## config.mk

```make
export PLATFORM = sky130hd
export DESIGN_NAME = vga_timing_gen
export DESIGN_NICKNAME = d
export VERILOG_FILES = /design/src/rtl/vga_timing_gen_pkg.sv /design/src/rtl/vga_timing_gen_wrap_counter.sv /design/src/rtl/vga_timing_gen.sv
export SDC_FILE = /design/constraint.sdc
export NUM_CORES = 1
export LEC_CHECK = 0
export CORE_MARGIN = 2
export CORE_UTILIZATION = 40
export CTS_CLUSTER_DIAMETER = 30
export DETAILED_ROUTE_END_ITERATION = 6
export GPL_TIMING_DRIVEN = 0
export REMOVE_ABC_BUFFERS = 1
export SETUP_SLACK_MARGIN = 0.15
export SYNTH_ARGS = -nofsm -noshare
export SYNTH_HDL_FRONTEND = slang
export SYNTH_SLANG_ARGS = --single-unit
export TNS_END_PERCENT = 50
```

## constraint.sdc

```tcl
create_clock -name clk -period 3.1 [get_ports clk]
set_input_delay 0.465 -clock clk [delete_from_list [all_inputs] [get_ports clk]]
set_output_delay 0.465 -clock clk [all_outputs]
set_load 0.005 [all_outputs]
```

## src/rtl/vga_timing_gen_pkg.sv

```systemverilog
// vga_timing_pkg: shared 1024x768@60 raster timing constants for the VGA peripherals
package vga_timing_pkg;
  localparam int H_ACTIVE = 1024;
  localparam int H_FRONT  = 24;
  localparam int H_SYNC   = 136;
  localparam int H_BACK   = 160;
  localparam int V_ACTIVE = 768;
  localparam int V_FRONT  = 3;
  localparam int V_SYNC   = 6;
  localparam int V_BACK   = 29;
  localparam int H_TOTAL  = H_ACTIVE + H_FRONT + H_SYNC + H_BACK;
  localparam int V_TOTAL  = V_ACTIVE + V_FRONT + V_SYNC + V_BACK;
  localparam int HS_START = H_ACTIVE + H_FRONT;
  localparam int HS_END   = HS_START + H_SYNC;
  localparam int VS_START = V_ACTIVE + V_FRONT;
  localparam int VS_END   = VS_START + V_SYNC;
  localparam int H_W      = 11;
  localparam int V_W      = 10;
  localparam int PIX_W    = 10;
endpackage

```

## src/rtl/vga_timing_gen_wrap_counter.sv

```systemverilog
// wrap_counter: enabled up-counter that returns to 0 after TERM, with a combinational wrap pulse
module wrap_counter #(
  parameter int           W    = 8,
  parameter logic [W-1:0] TERM = '1
) (
  input  logic         clk,
  input  logic         rst_n,
  input  logic         en,
  output logic [W-1:0] count,
  output logic         wrap
);
  assign wrap = en && count == TERM;
  always_ff @(posedge clk)
    if (!rst_n) count <= '0;
    else if (en) count <= wrap ? '0 : count + W'(1);
endmodule

```

## src/rtl/vga_timing_gen.sv

```systemverilog
// vga_timing_gen: registered VGA raster timing (sync, visible, coordinates, strobes, frame count, raster hit)
module vga_timing_gen
  import vga_timing_pkg::*;
#(
  parameter int H_ACT = H_ACTIVE,
  parameter int H_FP  = H_FRONT,
  parameter int H_SW  = H_SYNC,
  parameter int H_BP  = H_BACK,
  parameter int V_ACT = V_ACTIVE,
  parameter int V_FP  = V_FRONT,
  parameter int V_SW  = V_SYNC,
  parameter int V_BP  = V_BACK
) (
  input  logic             clk,
  input  logic             rst_n,
  input  logic             polarity,
  input  logic [V_W-1:0]   raster_line,
  output logic             hsync,
  output logic             vsync,
  output logic             visible,
  output logic [PIX_W-1:0] pix_x,
  output logic [PIX_W-1:0] pix_y,
  output logic             line_start,
  output logic             frame_start,
  output logic             vblank,
  output logic [7:0]       frame_count,
  output logic             raster_hit
);
  localparam int H_TOT = H_ACT + H_FP + H_SW + H_BP;
  localparam int V_TOT = V_ACT + V_FP + V_SW + V_BP;
  localparam logic [H_W-1:0] H_ACT_C = H_W'(H_ACT);
  localparam logic [H_W-1:0] HS0_C   = H_W'(H_ACT + H_FP);
  localparam logic [H_W-1:0] HS1_C   = H_W'(H_ACT + H_FP + H_SW);
  localparam logic [V_W-1:0] V_ACT_C = V_W'(V_ACT);
  localparam logic [V_W-1:0] VS0_C   = V_W'(V_ACT + V_FP);
  localparam logic [V_W-1:0] VS1_C   = V_W'(V_ACT + V_FP + V_SW);
  if (H_ACT < 1 || H_FP < 1 || H_SW < 1 || H_BP < 1 || V_ACT < 1 || V_FP < 1 || V_SW < 1 ||
      V_BP < 1 || H_TOT >= 2048 || V_TOT >= 1024) begin : g_bad_params
    $error("vga_timing_gen: unsupported timing parameters");
  end
  logic [H_W-1:0] h;
  logic [V_W-1:0] v;
  logic h_wrap, v_wrap, frame_wrap_q, h_vis, v_vis;
  wrap_counter #(.W(H_W), .TERM(H_W'(H_TOT - 1))) u_h (
    .clk(clk), .rst_n(rst_n), .en(1'b1), .count(h), .wrap(h_wrap)
  );
  wrap_counter #(.W(V_W), .TERM(V_W'(V_TOT - 1))) u_v (
    .clk(clk), .rst_n(rst_n), .en(h_wrap), .count(v), .wrap(v_wrap)
  );
  assign h_vis = h < H_ACT_C;
  assign v_vis = v < V_ACT_C;
  // frame_wrap_q lines the frame_count bump up with the registered frame_start
  always_ff @(posedge clk)
    if (!rst_n) begin
      frame_wrap_q <= 1'b0;
      frame_count  <= '0;
      hsync        <= polarity;
      vsync        <= polarity;
      visible      <= 1'b0;
      pix_x        <= '0;
      pix_y        <= '0;
      line_start   <= 1'b0;
      frame_start  <= 1'b0;
      vblank       <= 1'b0;
      raster_hit   <= 1'b0;
    end else begin
      frame_wrap_q <= v_wrap;
      frame_count  <= frame_count + 8'(frame_wrap_q);
      hsync        <= (h >= HS0_C && h < HS1_C) ^ polarity;
      vsync        <= (v >= VS0_C && v < VS1_C) ^ polarity;
      visible      <= h_vis && v_vis;
      pix_x        <= (h_vis && v_vis) ? h[PIX_W-1:0] : '0;
      pix_y        <= v_vis ? v : '0;
      line_start   <= h == '0;
      frame_start  <= h == '0 && v == '0;
      vblank       <= !v_vis;
      raster_hit   <= h == H_ACT_C && v == raster_line;
    end
endmodule
```

==> results.cfg, run 1 <==
[critical_path]
cp_num_cells = 5
reg2reg_depth = 5
start_kind = primary input
path_class = primary input to flip-flop
worstSetupEndpointType = flip-flop
r2r_slack_ps = 1070
crit_slowest_cell = clkdlybuf4s50_1
arrival_ps = 2660
critPathRequiredTime_ps = 3360
crit_buf_inv = 1
crit_fanout = 28
r2r_end = u_v.count[1]
cp_cell_sequence = clkdlybuf4s50_1 > nor3b_2 > nand2_1 > or4_4 > nor3_2
timing.rr.start = u_h.count[0]
crit_family = simple AND/OR/NAND/NOR gates
cp_slowest_stage_delay_ps = 1040

[clock_tree]
cts.clk_slew.worst_paths_ps = 60
post_cts_buffers = 0
cts_max_level = 3
cts_made_buffers = 9
ctsHoldBuffers = 0
clock_tree.root_cell = clkbuf_8
clock_latency_ps = 320
cts-resized-gates = 0
cts_tree = yes
ctsLongestPathBuffers = 2
clock_sinks = 57

[drt]
wl_mm = 4.82
vias_per_cell = 4.84
post_drt_wl_per_cell_um = 13.3
drc = 0
drtIter0Drc = 46
routed-via-count = 1753
dr.pass1.iters = 4
ant_nets = 0

[floorplan]
fp.dieW_um = 81.3
start_util_pct = 40.8
dieArea_sq_um = 6610
num_io_pins = 48
fp.dieH_um = 81.3
fp.coreArea_sq_um = 5850
core.rowCount = 28

[logic_synthesis]
ys_types = 35
synth_area_sq_um = 2390
ys_ff_latch = 57
synth_top_family_by_area = simple AND/OR/NAND/NOR gates
syn_area_per_cell_sq_um = 10.0
ys_async_sr_fraction_pct = 0
synthSimpleGateAreaFrac_pct = 28.2
netlist_instances = 238
synth_most_common_cell = dfxtp_1
synth_flop_cell = dfxtp_1
synth_top_area_cell = dfxtp_1
synth_area_leaders = dfxtp_1 (48%), xnor2_1 (6.6%), and2_1 (5.2%)
seq_area_frac_synth_pct = 47.8
netlist.area_leader.share_pct = 47.8
synth_compound_area_share_pct = 4.87
synth_edf_count = 0
synth_common_cells = dfxtp_1 (57), and2_1 (20), xnor2_1 (18)
yosys.area_share.adder_pct = 4.19
synthXorXnorAreaFrac_pct = 10.6
yosysWarnings = 0
synth.area.mux_share_pct = 0.419

[placement]
port_buffers = 47
dpl-instance-area_sq_um = 2880
post-place-ws_ps = 339
place_congestion = 0.783
dp_cells = 346
dp_hpwl_mm = 3.44

[global_route]
grt_pass1_wl_mm = 7.82
gr-total-overflow = 0
grt_max_degree = 29
grt_use_total_pct = 15.6
antenna_found_initial = 0
grt_pass1_vias = 1615

[sta]
finalHoldViolCount = 0
fmax_ghz = 0.416
skew_ps = 5.23
worst_pin_slew_ps = 880
fin_ws_ps = 698
setup_viol = 0
finalMaxSlewViolations = 0
holdWs_ps = 473
fin_tns_setup_ps = 0
slew_headroom_pct = 41.1
rsz0062_at_grt = false
fin_crit_ps = 2400
finalCritPeriodShare_pct = 77.5

[cells_and_area]
areaGrowthSynthToFinish_pct = 28.9
instances_no_fill = 362
postLayoutCellArea_sq_um = 3080
fillers = 573
num_antenna_cells = 0
finalNetCount = 303
drive_gt1_share_pct = 10.1
final_core_util_pct = 52.6

[worst_hold_path]
hp-class = flip-flop to flip-flop
whs_endpoint = u_h.count[0]
worstHoldStart = u_h.count[0]
holdPathStages = 1

[outcome]
outcome = finished clean

[power]
max-vdd-ir-drop_mv = 0.285
p_leak_nw = 1.22
cellPowerDensity_nw_per_um2 = 481
finalPower_mw = 1.48

[run]
drv_cap = 0
## state kept, by name (all words and copies together), names as in the netlist
| register | flops |
|---|---|
| frame_count | 8 |
| frame_start | 1 |
| frame_wrap_q | 1 |
| hsync | 1 |
| line_start | 1 |
| pix_x | 10 |
| pix_y | 10 |
| raster_hit | 1 |
| u_h.count | 11 |
| u_v.count | 10 |
| vblank | 1 |
| visible | 1 |
| vsync | 1 |
## cell families after synthesis
logic type | after synthesis
AND/OR/NAND/NOR | 105
flip-flops | 57
XOR/XNOR | 29
buffers and inverters | 20
AO/OA/AOI/OAI | 18
adder cells (fa/ha/maj) | 8
multiplexers | 1
## where the power goes
| part | internal (mW) | leakage (nW) | switching, mW |
|---|---|---|---|
| Sequential | 0.743 | 0.462 | 0.00577 |
| Clock | 0.387 | 0.102 | 0.281 |
| Combinational | 0.0380 | 0.661 | 0.0263 |
| Total | 1.17 | 1.22 | 0.313 |
## area by class of cell
type                    instances  area [sq um]  share of cell area, %
clock buffers                  10           138                   4.47
clock inverters                 6          57.6                   1.87
inverters                       6          22.5                  0.732
multi-input cells             161          1150                   37.5
flip-flops and latches         57          1140                   37.1
well taps                      75          93.8                   3.05
repair buffers                 47           470                   15.3
## layer usage
layer  global-route usage, %  up-vias  wire length (um)
li1                        -      900                 -
met1                    21.2      811              2400
met2                    23.1       36              2160
met3                    5.44        6               195
met4                    5.08        0                61
met5                       0        -                 0
## cell usage in the layout (no fill, tap or decap), drive strengths merged, types with 2 or more instances in the layout
master,netlist,final
inv,6,6
nand2,10,10
and3,16,16
nor2,12,12
nor4b,3,3
nor3,5,5
ha,8,8
nand4,12,12
nor3b,3,3
a21oi,7,7
and4,2,2
o21ai,9,9
xnor2,18,18
nand3,8,8
xor2,11,11
or3,7,7
dfxtp,57,57
clkdlybuf4s50,0,47
clkbuf,7,10
and2,22,22
clkinv,0,4
## how the worst max path moves through the flow
stage | from | end
finish | rst_n | raster_hit
global route | rst_n | raster_hit
floorplan | u_h.count[0] | u_v.count[0]
global placement | rst_n | raster_hit
CTS | rst_n | raster_hit
detailed placement | rst_n | raster_hit
(Power assumes the default switching activity.)
==> run 2, diff against run 1 <==
Clock period 3.1 ns to 2.4 ns, I/O delays scaled along.
==> results.cfg, run 2 (synthesized netlist as in run 1, its figures left out) <==
[critical_path]
cp_slowest_stage_delay_ps = 510
crit_slowest_cell = o31ai_4
crit_family = simple AND/OR/NAND/NOR gates
arrival_ps = 2230
path_class = flip-flop to flip-flop
crit_buf_inv = 0
start_kind = flip-flop
reg2reg_depth = 5
crit_start = u_h.count[0]
r2r_slack_ps = 370
crit_fanout = 10
r2r_end = u_v.count[1]
cp_cell_sequence = ha_1 > and4_1 > nand4_4 > o31ai_4 > nor2_1
worstSetupEndpointType = flip-flop
crit_end = u_v.count[1]
cp_num_cells = 5
timing.rr.start = u_h.count[0]
critPathRequiredTime_ps = 2590

[run]
drv_cap = 0

[drt]
drtIter0Drc = 46
dr.pass1.iters = 4
ant_nets = 0
drc = 0
wl_mm = 4.82
routed-via-count = 1753
post_drt_wl_per_cell_um = 13.3
vias_per_cell = 4.84

[placement]
dp_cells = 346
dp_hpwl_mm = 3.44
port_buffers = 47
place_congestion = 0.783
post-place-ws_ps = -256

[cells_and_area]
layout_common_cells = dfxtp_1 (57), clkdlybuf4s50_1 (46), and2_1 (20), xnor2_1 (18), and3_1 (16)
final_core_util_pct = 52.6
areaGrowthSynthToFinish_pct = 28.8
layout_commonest_cell = dfxtp_1
drive_gt1_share_pct = 10.1
instances_no_fill = 362
num_antenna_cells = 0
finalNetCount = 303
top_register = u_h.count
largest_reg_flops = 11

[floorplan]
num_io_pins = 48
core.rowCount = 28
start_util_pct = 40.8
fp.dieW_um = 81.3
dieArea_sq_um = 6610
fp.coreArea_sq_um = 5850
fp.dieH_um = 81.3

[global_route]
grt_pass1_vias = 1615
gr-total-overflow = 0
grt_max_degree = 29
grt_pass1_wl_mm = 7.82
grt_use_total_pct = 15.6
antenna_found_initial = 0

[sta]
slew_headroom_pct = 41.8
finalCritPeriodShare_pct = 84.8
skew_ps = 5.23
finalHoldViolCount = 0
fin_crit_ps = 2030
rsz0062_at_grt = false
holdWs_ps = 473
worst_pin_slew_ps = 872
setup_viol = 0
fin_ws_ps = 366
fmax_ghz = 0.492
finalMaxSlewViolations = 0

[clock_tree]
cts_max_level = 3
ctsHoldBuffers = 0
cts_tree = yes
ctsLongestPathBuffers = 2
clock_tree.root_cell = clkbuf_8
clock_latency_ps = 320
cts.clk_slew.worst_paths_ps = 60
clock_sinks = 57
cts_made_buffers = 9

[worst_hold_path]
hp-class = flip-flop to flip-flop

[power]
cellPowerDensity_nw_per_um2 = 621
p_leak_nw = 1.23
max-vdd-ir-drop_mv = 0.368

[outcome]
outcome = finished clean
## run 2: worst min path at each step
stage	cells after the start	from	slack (ps)	to
after CTS	1	u_h.count[0]	480	u_h.count[0]
final	1	u_h.count[0]	470	u_h.count[0]
after global placement	1	u_h.count[0]	460	u_h.count[0]
after global routing	1	u_h.count[0]	530	u_h.count[0]
after floorplan	1	u_h.count[0]	430	u_h.count[0]
after detailed placement	1	u_h.count[0]	460	u_h.count[0]
## run 2: cell type report
| type | instances | area [sq um] |
|---|---|---|
| Multi-Input combinational cell | 161 | 1150 |
| Fill cell | 574 | 2770 |
| Tap cell | 75 | 93.8 |
| Sequential cell | 57 | 1140 |
| Inverter | 6 | 22.5 |
| Clock inverter | 6 | 57.6 |
| Timing Repair Buffer | 47 | 469 |
| Clock buffer | 10 | 138 |
## run 2: power breakdown
part / switching (mW) / leakage, nW / internal (mW)
Sequential: 0.00745 / 0.462 / 0.959
Clock: 0.363 / 0.102 / 0.499
Combinational: 0.0340 / 0.663 / 0.0484
## run 2: metal layers
metal | up-vias | GRT usage [%] | share of wire (%)
met5 | - | 0 | 0
met4 | 0 | 5.08 | 1.3
met3 | 6 | 5.44 | 4.0
met2 | 36 | 23.1 | 45
met1 | 811 | 21.2 | 50
li1 | 900 | - | -
## run 2: worst register-to-register path, cell delays in order (launching register included)
cell and delay (ps):
dfxtp_1 390, ha_1 240, and4_1 450, nand4_4 230, o31ai_4 510, nor2_1 100
## run 2: through the flow
stage / setup TNS (ps) / total power, mW / area (sq um)
after floorplan: 0 / 1.02 / 2320
after global placement: -381 / 1.07 / 2880
after detailed placement: -423 / 1.07 / 2880
after CTS: 0 / 1.94 / 3080
after global routing: 0 / 2.00 / 3080
final: 0 / 1.91 / 3080
## run 2: what timing repair did
item / CTS / global route
buffers inserted: 0 / 0
endpoints found under the setup margin: 1 / 0
gates resized for setup: 1 / 0
